**config.mk**
```make
export PLATFORM = sky130hd
export DESIGN_NAME = if_fetch_stage
export DESIGN_NICKNAME = d
export VERILOG_FILES = /design/src/rtl/riscv_pkg.sv /design/src/rtl/if_fetch_stage.sv
export SDC_FILE = /design/constraint.sdc
export NUM_CORES = 1
export LEC_CHECK = 0
export CAP_MARGIN = 40
export CORE_UTILIZATION = 40
export CTS_BUF_LIST = sky130_fd_sc_hd__clkbuf_8
export CTS_CLUSTER_DIAMETER = 30
export DETAILED_ROUTE_END_ITERATION = 8
export GPL_ROUTABILITY_DRIVEN = 0
export HOLD_SLACK_MARGIN = 0.02
export PLACE_DENSITY_LB_ADDON = 0.15
export SYNTH_ARGS = -nofsm -noshare
export SYNTH_HDL_FRONTEND = slang
export SYNTH_SLANG_ARGS = --single-unit
```
**constraint.sdc**
```tcl
create_clock -name clk -period 11.15 [get_ports clk]
set_input_delay 2.7875 -clock clk [delete_from_list [all_inputs] [get_ports clk]]
set_output_delay 2.7875 -clock clk [all_outputs]
set_load 0.01 [all_outputs]
```
**src/rtl/riscv_pkg.sv**
```systemverilog
// rtl/riscv_pkg.sv - shared riscv32i constants and fetch types
package riscv_pkg;

  localparam int XLEN    = 32;
  localparam int INSTR_W = 32;

  localparam logic [INSTR_W-1:0] NOP    = 32'h0000_0013;
  localparam logic [XLEN-1:0]    PC_INC = 32'd4;

  // One fetched instruction together with the address it came from.
  typedef struct packed {
    logic [INSTR_W-1:0] instr;
    logic [XLEN-1:0]    pc;
  } fetch_t;

  // Redirect targets are word-aligned by dropping the low bits.
  function automatic logic [XLEN-1:0] align_pc(input logic [XLEN-1:0] pc);
    return {pc[XLEN-1:2], 2'b00};
  endfunction

endpackage

```
**src/rtl/if_fetch_stage.sv**
```systemverilog
// rtl/if_fetch_stage.sv - riscv32i fetch stage: owns the PC, drives a 1-cycle imem,
// holds a returned word across stalls and squashes wrong-path fetches on redirect.
module if_fetch_stage #(
  parameter int              XLEN     = 32,
  parameter logic [XLEN-1:0] RESET_PC = 32'h0000_0000
) (
  input  logic                            clk,
  input  logic                            rst,
  input  logic                            stall,
  input  logic                            redirect,
  input  logic [XLEN-1:0]                 redirect_pc,
  output logic [XLEN-1:0]                 imem_addr,
  output logic                            imem_rd_en,
  input  logic [riscv_pkg::INSTR_W-1:0]   imem_rdata,
  output logic [riscv_pkg::INSTR_W-1:0]   if_instr,
  output logic [XLEN-1:0]                 if_pc,
  output logic                            if_valid
);

  logic [XLEN-1:0]   fetch_pc;
  logic [XLEN-1:0]   resp_pc;
  logic              resp_valid;
  logic              hold_valid;
  riscv_pkg::fetch_t hold;
  logic              issue;
  logic              capture;

  assign issue      = ~rst & ~stall & ~redirect;
  assign capture    = ~rst & ~redirect & stall & resp_valid & ~hold_valid;
  assign imem_addr  = fetch_pc;
  assign imem_rd_en = issue;

  always_ff @(posedge clk) begin
    if (rst) begin
      fetch_pc   <= RESET_PC;
      resp_valid <= 1'b0;
      hold_valid <= 1'b0;
    end else if (redirect) begin
      fetch_pc   <= riscv_pkg::align_pc(redirect_pc);
      resp_valid <= 1'b0;
      hold_valid <= 1'b0;
    end else if (stall) begin
      resp_valid <= 1'b0;
      if (capture) hold_valid <= 1'b1;
    end else begin
      // The held word (if any) is consumed this cycle while the next PC issues.
      fetch_pc   <= fetch_pc + riscv_pkg::PC_INC;
      resp_valid <= 1'b1;
      hold_valid <= 1'b0;
    end
  end

  always_ff @(posedge clk) begin
    if (issue) resp_pc <= fetch_pc;
    if (capture) begin
      hold.instr <= imem_rdata;
      hold.pc    <= resp_pc;
    end
  end

  always_comb begin
    if_instr = riscv_pkg::NOP;
    if_pc    = '0;
    if_valid = 1'b0;
    if (!rst && !redirect) begin
      if (hold_valid) begin
        if_instr = hold.instr;
        if_pc    = hold.pc;
        if_valid = 1'b1;
      end else if (resp_valid) begin
        if_instr = imem_rdata;
        if_pc    = resp_pc;
        if_valid = 1'b1;
      end
    end
  end

endmodule

```
==> flow_metrics.py, run 1 <==
metrics = {
    "critical_path": {
        "cpPeakStageDelay_ns": 0.96,
        "cpMostUsedCell": "sky130_fd_sc_hd__clkdlybuf4s50_1",
        "critPathCapture": "if_instr[0]",
        "crit_path_end_kind": "primary output",
        "critical_path.reg2reg.endpoint": "hold[59]",
        "required_ns": 8.36,
        "crit_path_buffers_inverters": 3,
        "critical_path.startpoint_type": "input pin",
        "worst_path_max_delay_cell": "sky130_fd_sc_hd__clkdlybuf4s50_1",
        "path_type_of_the_worst_setup_path": "in -> out",
        "timing.critical_path.cells": "clkdlybuf4s50_1, or2_2, buf_4, nor2_1, nand2_1, clkdlybuf4s50_1",
        "crit_path_start": "redirect",
        "cp.arrival_ns": 5.42,
        "critPathMaxFanout": 63,
        "path_depth": 6,
        "timing.reg2reg.setup_slack_ns": 8.25,
        "ff2ff_path_depth": 4,
        "r2r-start": "hold_valid",
        "worst_path_dominant_cell_family": "buffers and inverters",
    },
    "floorplan": {
        "placement_rows": 42,
        "fp.coreArea_mm2": 0.01330,
        "floorplan.die_area_mm2": 0.01411,
        "die_width_um": 118.8,
        "boundaryPins": 166,
        "initial_utilization_pct": 41.04,
        "floorplan.die.height_um": 118.8,
    },
    "status": {
        "run_status": "completed",
    },
    "clocking": {
        "cts_root_buf": "sky130_fd_sc_hd__clkbuf_8",
        "clk_path_buf_depth": 2,
        "tritoncts.num_buffers": 17,
        "post-cts-setup-buffers": 0,
        "cts_resized": 0,
        "clock_tree.htree_level_count": 4,
        "clk_pin_slew_ns": 0.07,
        "clkSinkCount": 124,
        "clock_latency_ns": 0.44,
        "ctsHoldBuffers": 0,
        "tritoncts_clock_tree": "built",
    },
    "route": {
        "total_via_count_in_the_routed_design": 4374,
        "route.detailed.drc": 0,
        "drt_pass1_iterations": 7,
        "ant_nets": 0,
        "first_iter_violations": 293,
        "finalWirelength_um": 13480,
        "wire_per_inst_um": 16.50,
        "route.detailed.vias_per_inst": 5.354,
    },
    "grt": {
        "grt_util_all_layers_pct": 20.23,
        "grt_pass1_vias": 4166,
        "initial_antenna_violation_count": 0,
        "grt_first_pass_wirelength_um": 22090,
        "grt_max_degree": 64,
        "globalRouteOverflowTotal": 0,
    },
    "layout": {
        "final_design_area_no_fill_mm2": 0.007571,
        "num_antenna_cells": 0,
        "sequential_standard_cell_area_mm2": 0.003405,
        "proportion_of_layout_cells_with_a_drive_suffix_above_1_pct": 7.332,
        "filler_cell_count": 1124,
        "flow.area_growth_from_synthesis_pct": 38.75,
        "final_nets": 697,
        "fin_util_pct": 56.95,
        "multi_input_gate_area_in_the_final_layout_mm2": 0.001907,
    },
    "sta": {
        "max_clock_freq_mhz": 121.9,
        "finalHoldViolations": 0,
        "finalSetupTns_ns": 0,
        "fin_worst_hold_slack_ns": 0.4522,
        "finish_stage_setup_viols": 0,
        "clock-skew-final_ns": 0.006526,
        "layout_setup_ws_ns": 2.946,
        "max_slew_margin_pct": 46.35,
        "unrepaired_setup_endpoints_after_global_routing": "false",
        "final_period_minus_worst_setup_slack_ns": 8.204,
        "timing_worst_slew_pin_value_ns": 0.8048,
        "report.final.slew_viol_count": 0,
        "post-route-period-util_pct": 73.57,
    },
    "power_and_ir_drop": {
        "leakage_nw": 2.355,
        "power_density_mw_per_mm2": 128.4,
        "max_vdd_drop_mv": 0.04953,
        "internal_power_of_the_cells_w": 0.0007320,
        "p_sw_share_pct": 24.71,
        "switching_pwr_w": 0.0002402,
        "share_comb_of_total_power_pct": 9.2,
        "p_clk_share_pct": 36.8,
        "power.sequential.fraction_pct": 54.0,
    },
    "worst_hold_path": {
        "hp-class": "reg -> reg",
        "worstHoldPathCells": 0,
    },
    "logic_synthesis": {
        "ys_top_cells_by_area": "sky130_fd_sc_hd__edfxtp_1, sky130_fd_sc_hd__dfxtp_1, sky130_fd_sc_hd__a22oi_1",
        "synth_seq_cells": 124,
        "synth_largest_area_cell": "sky130_fd_sc_hd__edfxtp_1",
        "synth_sequential_area_ratio_pct": 62.37,
        "edff_count_synth": 92,
        "count_of_different_cell_masters_after_synthesis": 45,
        "fraction_of_synthesized_cell_area_taken_by_the_top_area_cell_type_pct": 50.63,
        "synth-warning-count": 0,
        "ys_async_sr_fraction_pct": 0,
        "synthesis.area_mm2": 0.005456,
        "netlist_instances": 477,
        "synth.avg_cell_area_um2": 11.44,
        "synth-main-ff-cell": "sky130_fd_sc_hd__edfxtp_1",
    },
    "placement": {
        "dp_hpwl_um": 9017,
        "detailedPlace.worstSlack_ns": 2.880,
        "detailed_place.area_mm2": 0.007211,
        "input_output_buffers": 159,
    },
    "flow_run": {
        "maxCapViolCount": 0,
    },
}
[worst register-to-register path, stage by stage (launching register included)]
cell and delay, ns:
sky130_fd_sc_hd__dfxtp_2 0.55, sky130_fd_sc_hd__nor2b_4 0.60, sky130_fd_sc_hd__buf_4 0.46, sky130_fd_sc_hd__and3_2 0.26
sky130_fd_sc_hd__buf_4 0.63
[through the flow]
stage / power (W) / std cells
floorplan: 0.0005676 / 480
global placement: 0.0006230 / 783
detailed placement: 0.0006249 / 785
CTS: 0.0009813 / 817
global route: 0.001011 / 817
finish: 0.0009721 / 817
[power groups by stage]
| stage | clock (W) | sequential [W] | combinational, W |
|---|---|---|---|
| after global placement | 0 | 0.000535 | 0.0000883 |
| after global routing | 0.000386 | 0.000527 | 0.0000980 |
| after CTS | 0.000366 | 0.000524 | 0.0000906 |
| after floorplan | 0 | 0.000532 | 0.0000354 |
| final | 0.000358 | 0.000525 | 0.0000896 |
| after detailed placement | 0 | 0.000535 | 0.0000902 |
[layout make-up]
class	instances	area share, %
multi-input cells	315	25.19
repair buffers	167	22.03
inverters	3	0.1487
clock inverters	15	1.669
clock buffers	17	3.090
well taps	176	2.909
flip-flops and latches	124	44.97
[worst min path at each step]
stage	from	endpoint	slack [ns]
floorplan	resp_pc[10]	hold[10]	0.43
global placement	resp_pc[28]	hold[28]	0.43
detailed placement	resp_pc[28]	hold[28]	0.43
CTS	resp_pc[26]	hold[26]	0.46
global route	resp_pc[26]	hold[26]	0.46
finish	resp_pc[28]	hold[28]	0.45
[cells in the mapped netlist, drive strengths merged, types with 2 or more instances]
master and n:
nor4 7, nand2 24, a2111oi 4, nor2b 4
dfxtp 32, xnor2 9, mux2i 4, and2 3
edfxtp 92, xor2 3, a22oi 59, nand3 12
a21oi 7, o31ai 9, or4 10, nor3 4
buf 8, inv 3, o221ai 2, and3 8
a311oi 13, nor2 94, or3 2, nand4 7
nand4b 3, clkbuf 30, and4 3, a211oi 8
[layer usage]
layer  vias to the layer above  part of all wire (%)  global-route usage [%]
met2                       138                    46                   31.29
met1                      2091                    48                   27.42
met3                        15                   4.7                   4.585
met4                         0                   1.4                   8.228
met5                         -                     0                       0
li1                       2130                     -                       -
[layout by cell type, fill, tap and decap left out, types with 7 or more instances in the layout]
cell type / netlist / layout
sky130_fd_sc_hd__clkdlybuf4s50_1: 0 / 159
sky130_fd_sc_hd__nor2_1: 94 / 93
sky130_fd_sc_hd__edfxtp_1: 92 / 92
sky130_fd_sc_hd__a22oi_1: 59 / 59
sky130_fd_sc_hd__dfxtp_1: 32 / 31
sky130_fd_sc_hd__nand2_1: 24 / 24
sky130_fd_sc_hd__clkbuf_8: 0 / 17
sky130_fd_sc_hd__a311oi_1: 13 / 13
sky130_fd_sc_hd__or4_1: 10 / 10
sky130_fd_sc_hd__nand3_1: 9 / 9
sky130_fd_sc_hd__o31ai_1: 9 / 9
sky130_fd_sc_hd__xnor2_1: 9 / 9
sky130_fd_sc_hd__a211oi_1: 8 / 8
sky130_fd_sc_hd__nand4_1: 7 / 7
sky130_fd_sc_hd__nor4_1: 7 / 7
sky130_fd_sc_hd__a21oi_1: 7 / 7
[sequential cells by signal, summed over array words and instances (netlist names)]
signal,flops
hold,62
resp_valid,1
hold_valid,1
imem_addr,30
resp_pc,30
[kinds of logic after synthesis]
kind of cell / count (synthesis) / share of synthesized area (%)
compound gates: 107 / 14.88
xor+xnor: 12 / 1.926
fa+ha+maj: 1 / 0.2293
buf+inv: 41 / 3.096
flops: 124 / 62.37
mux: 4 / 0.7338
other cells: 1 / 0.06873
simple gates: 187 / 16.69
No activity file was read; power rests on OpenSTA's default activity.
==> run 2: changes to the inputs <==
- clock period: 11.15 -> 8.6 ns (I/O delays scaled with it)
==> flow_metrics.py, run 2 (same netlist as run 1, synthesis figures left out) <==
metrics = {
    "route": {
        "wire_per_inst_um": 16.78,
        "ant_nets": 0,
        "dr_wl_met2_um": 6601,
        "total_via_count_in_the_routed_design": 4437,
        "wl_met1_um": 6122,
        "met3_length_um": 872,
        "drt_pass1_iterations": 5,
        "route.detailed.drc": 0,
        "first_iter_violations": 359,
        "route.detailed.vias_per_inst": 5.424,
        "top_signal_layer_used": "met4",
        "finalWirelength_um": 13730,
    },
    "layout": {
        "flow.area_growth_from_synthesis_pct": 41.50,
        "most_common_library_cell_in_the_layout_ignoring_fill_and_taps": "sky130_fd_sc_hd__clkdlybuf4s50_1",
        "final_nets": 698,
        "final_design_area_no_fill_mm2": 0.007721,
        "proportion_of_layout_cells_with_a_drive_suffix_above_1_pct": 7.788,
        "registers.top_by_ff_count": "hold",
        "largest_register_ffs": 62,
        "commonest_cells_after_routing_fill_and_taps_aside": "sky130_fd_sc_hd__clkdlybuf4s50_1, sky130_fd_sc_hd__nor2_1, sky130_fd_sc_hd__edfxtp_1, sky130_fd_sc_hd__a22oi_1, sky130_fd_sc_hd__dfxtp_1",
        "num_antenna_cells": 0,
    },
    "floorplan": {
        "fp.coreArea_mm2": 0.01330,
        "die_width_um": 118.8,
        "floorplan.die.height_um": 118.8,
        "boundaryPins": 166,
        "initial_utilization_pct": 41.04,
        "placement_rows": 42,
        "floorplan.die_area_mm2": 0.01411,
    },
    "clocking": {
        "tritoncts_clock_tree": "built",
        "post-cts-setup-buffers": 0,
        "cts_root_buf": "sky130_fd_sc_hd__clkbuf_8",
        "clkSinkCount": 124,
        "clk_path_buf_depth": 2,
        "ctsHoldBuffers": 0,
        "clock_tree.htree_level_count": 4,
        "clock_latency_ns": 0.44,
        "cts_resized": 0,
        "tritoncts.num_buffers": 17,
        "clk_pin_slew_ns": 0.07,
    },
    "grt": {
        "grt_pass1_vias": 4277,
        "globalRouteOverflowTotal": 0,
        "grt_util_all_layers_pct": 20.41,
        "initial_antenna_violation_count": 0,
        "grt_max_degree": 63,
        "grt_first_pass_wirelength_um": 22200,
    },
    "worst_hold_path": {
        "worstHoldStart": "resp_pc[19]",
        "hp-class": "reg -> reg",
    },
    "critical_path": {
        "critical_path.startpoint_type": "input pin",
        "path_type_of_the_worst_setup_path": "in -> out",
        "r2r-start": "hold_valid",
        "crit_path_buffers_inverters": 4,
        "critPathMaxFanout": 37,
        "timing.reg2reg.setup_slack_ns": 5.75,
        "crit_path_start": "rst",
        "worst_path_max_delay_cell": "sky130_fd_sc_hd__or2_2",
        "crit_path_end_kind": "primary output",
        "timing.critical_path.cells": "clkdlybuf4s50_1, buf_4, or2_2, buf_4, nor2_1, nand2_1, clkdlybuf4s50_1",
        "cpPeakStageDelay_ns": 0.56,
        "cp.arrival_ns": 4.78,
        "worst_path_dominant_cell_family": "buffers and inverters",
        "required_ns": 6.45,
    },
    "power_and_ir_drop": {
        "max_vdd_drop_mv": 0.08166,
        "leakage_nw": 2.413,
        "power_density_mw_per_mm2": 185.9,
    },
    "sta": {
        "finalSetupTns_ns": 0,
        "timing_worst_slew_pin_value_ns": 0.8050,
        "finalHoldViolations": 0,
        "max_clock_freq_mhz": 144.2,
        "clock-skew-final_ns": 0.007166,
        "max_slew_margin_pct": 46.34,
        "post-route-period-util_pct": 80.62,
        "report.final.slew_viol_count": 0,
        "final_period_minus_worst_setup_slack_ns": 6.933,
        "unrepaired_setup_endpoints_after_global_routing": "false",
        "finish_stage_setup_viols": 0,
    },
    "status": {
        "run_status": "completed",
    },
    "placement": {
        "dp_hpwl_um": 9157,
        "detailed_place.area_mm2": 0.007218,
        "input_output_buffers": 159,
    },
    "flow_run": {
        "maxCapViolCount": 0,
    },
}
run 2: cell types whose count changed in the layout (fill, tap and decap cells not counted), moves of 2 or more:
cell	before	now
sky130_fd_sc_hd__clkinv_4	3	0
sky130_fd_sc_hd__clkinvlp_4	4	6
sky130_fd_sc_hd__clkinv_2	3	1
sky130_fd_sc_hd__bufinv_16	1	7
run 2: metal layers:
| metal | track usage [%] | up-vias |
|---|---|---|
| met2 | 33.00 | 175 |
| li1 | - | 2130 |
| met5 | 0 | - |
| met1 | 26.23 | 2124 |
| met3 | 5.550 | 8 |
| met4 | 7.278 | 0 |
run 2: worst reg2reg max path, stage by stage (launching register included):
cell and delay [ns]:
sky130_fd_sc_hd__dfxtp_2 0.51, sky130_fd_sc_hd__nor2b_4 0.60, sky130_fd_sc_hd__buf_4 0.47, sky130_fd_sc_hd__and3_2 0.24, sky130_fd_sc_hd__buf_4 0.64
run 2: report_power, final:
part / internal [W] / total, W / switching [W]
clock: 0.000403 / 0.000638 / 0.000235
combinational: 0.0000652 / 0.000117 / 0.0000520
sequential: 0.000658 / 0.000680 / 0.0000227
run 2: per-stage QoR:
stage	hold WS, ns	worst slack, ns	total power, W	instances	util [%]
finish	0.4525	1.667	0.001435	818	58.07
CTS	0.4527	1.646	0.001450	818	58.07
floorplan	0.4273	2.400	0.0007359	480	-
detailed placement	0.4356	1.650	0.0008104	786	54.29
global placement	0.4345	1.671	0.0008081	784	54.06
global route	0.4561	1.493	0.001487	818	58.07
run 2: worst paths after layout:
| kind | endpoint | cells past startpoint |
|---|---|---|
| max reg2reg | hold[40] | 4 |
| max | if_instr[4] | 7 |
| min reg2reg | hold[19] | 0 |
| min | hold[19] | 0 |
run 2: area by class of cell:
| cell class | count | area [um2] |
|---|---|---|
| multi-input cells | 315 | 1907 |
| repair buffers | 168 | 1675 |
| flip-flops and latches | 124 | 3405 |
| inverters | 3 | 11.26 |
| clock inverters | 15 | 269.0 |
| well taps | 176 | 220.2 |
| clock buffers | 17 | 234.0 |
| fillers | 1126 | 5574 |
==> run 3: changes to the inputs <==
- clock period: 8.6 -> 6.1 ns (I/O delays scaled with it)
==> flow_metrics.py, run 3 (same netlist as run 1, synthesis figures left out) <==
metrics = {
    "status": {
        "run_status": "completed",
    },
    "layout": {
        "filler_cell_count": 1129,
        "commonest_cells_after_routing_fill_and_taps_aside": "sky130_fd_sc_hd__clkdlybuf4s50_1, sky130_fd_sc_hd__nor2_1, sky130_fd_sc_hd__edfxtp_1, sky130_fd_sc_hd__a22oi_1, sky130_fd_sc_hd__dfxtp_1",
        "final_design_area_no_fill_mm2": 0.007647,
        "num_antenna_cells": 0,
        "most_common_library_cell_in_the_layout_ignoring_fill_and_taps": "sky130_fd_sc_hd__clkdlybuf4s50_1",
        "flow.area_growth_from_synthesis_pct": 40.15,
        "largest_register_ffs": 62,
        "registers.top_by_ff_count": "hold",
        "proportion_of_layout_cells_with_a_drive_suffix_above_1_pct": 7.609,
        "fin_util_pct": 57.52,
        "final_nets": 700,
    },
    "sta": {
        "final_period_minus_worst_setup_slack_ns": 5.154,
        "clock-skew-final_ns": 0.009772,
        "report.final.slew_viol_count": 0,
        "unrepaired_setup_endpoints_after_global_routing": "false",
        "fin_worst_hold_slack_ns": 0.4501,
        "max_clock_freq_mhz": 194.0,
        "timing_worst_slew_pin_value_ns": 0.7355,
        "finalHoldViolations": 0,
        "finalSetupTns_ns": 0,
        "max_slew_margin_pct": 50.97,
        "post-route-period-util_pct": 84.49,
        "finish_stage_setup_viols": 0,
    },
    "route": {
        "finalWirelength_um": 13690,
        "route.detailed.vias_per_inst": 5.361,
        "route.detailed.drc": 0,
        "first_iter_violations": 241,
        "wire_per_inst_um": 16.69,
        "total_via_count_in_the_routed_design": 4396,
        "ant_nets": 0,
        "drt_pass1_iterations": 4,
    },
    "floorplan": {
        "fp.coreArea_mm2": 0.01330,
        "die_width_um": 118.8,
        "initial_utilization_pct": 41.04,
        "floorplan.die_area_mm2": 0.01411,
        "placement_rows": 42,
        "boundaryPins": 166,
        "floorplan.die.height_um": 118.8,
    },
    "critical_path": {
        "crit_path_start": "rst",
        "timing.critical_path.cells": "clkdlybuf4s50_1, or2_2, buf_4, nor2_1, clkdlybuf4s50_1",
        "critical_path.startpoint_type": "input pin",
        "path_type_of_the_worst_setup_path": "in -> out",
        "crit_path_buffers_inverters": 3,
        "worst_path_max_delay_cell": "sky130_fd_sc_hd__or2_2",
        "cpMostUsedCell": "sky130_fd_sc_hd__clkdlybuf4s50_1",
        "r2r-start": "resp_valid",
        "cp.arrival_ns": 3.63,
        "required_ns": 4.58,
        "cpPeakStageDelay_ns": 0.61,
        "crit_path_end_kind": "primary output",
        "worst_path_dominant_cell_family": "buffers and inverters",
        "critPathMaxFanout": 39,
    },
    "worst_hold_path": {
        "worstHoldStart": "resp_pc[31]",
        "hp-class": "reg -> reg",
    },
    "grt": {
        "grt_util_all_layers_pct": 20.42,
        "initial_antenna_violation_count": 0,
        "grt_max_degree": 64,
        "grt_first_pass_wirelength_um": 22450,
        "globalRouteOverflowTotal": 0,
        "grt_pass1_vias": 4415,
    },
    "placement": {
        "dp_hpwl_um": 9325,
        "input_output_buffers": 159,
        "detailed_place.area_mm2": 0.007233,
    },
    "clocking": {
        "post-cts-setup-buffers": 0,
        "clock_latency_ns": 0.42,
        "tritoncts_clock_tree": "built",
        "ctsHoldBuffers": 0,
        "clock_tree.htree_level_count": 4,
        "cts_root_buf": "sky130_fd_sc_hd__clkbuf_8",
        "clk_pin_slew_ns": 0.07,
        "clkSinkCount": 124,
        "clk_path_buf_depth": 2,
        "tritoncts.num_buffers": 17,
        "cts_resized": 0,
    },
    "power_and_ir_drop": {
        "power_density_mw_per_mm2": 245.2,
        "max_vdd_drop_mv": 0.1131,
        "fin_total_pwr_w": 0.001875,
        "leakage_nw": 2.416,
    },
    "flow_run": {
        "maxCapViolCount": 0,
    },
}
[run 3: path summary, 6_finish.rpt]
check	end	cells past startpoint	slack, ns
worst max-delay path	if_pc[14]	5	0.95
worst min-delay path	hold[31]	0	0.45
worst max register to register	hold[23]	5	3.34
worst min register to register	hold[31]	0	0.45
[run 3: metal layers]
metal | GRT usage [%] | vias to the layer above | routed length [um]
met5 | 0 | - | 0
met4 | 6.804 | 0 | 159
met2 | 33.00 | 163 | 6469
met3 | 4.730 | 12 | 647
met1 | 26.97 | 2083 | 6408
li1 | - | 2138 | -
[run 3: layout make-up]
cell class	instances	area (um2)	share of cell area, %
clock inverter	15	180.2	2.356
timing repair buffer	170	1690	22.10
sequential	124	3405	44.52
clock buffer	17	234.0	3.060
tap	176	220.2	2.880
multi-input combinational	315	1907	24.93
inverter	3	11.26	0.1473
[run 3: report_power, final]
part	internal (W)	switching (W)	total, W
combinational	0.0000925	0.0000749	0.000167
clock	0.000438	0.000311	0.000749
sequential	0.000928	0.0000312	0.000959
[run 3: metrics by stage]
step / cells / setup WS [ns]
global route: 820 / 0.7651
CTS: 820 / 0.9007
detailed placement: 788 / 0.9053
global placement: 786 / 0.9192
floorplan: 480 / 1.150
finish: 820 / 0.9459
[run 3: worst reg2reg max path: stages, from the launching register on]
cell	delay [ns]
sky130_fd_sc_hd__dfxtp_1	0.34
sky130_fd_sc_hd__nor2b_4	0.55
sky130_fd_sc_hd__buf_4	0.47
sky130_fd_sc_hd__and3_2	0.57
sky130_fd_sc_hd__buf_12	0.26
sky130_fd_sc_hd__buf_4	0.27
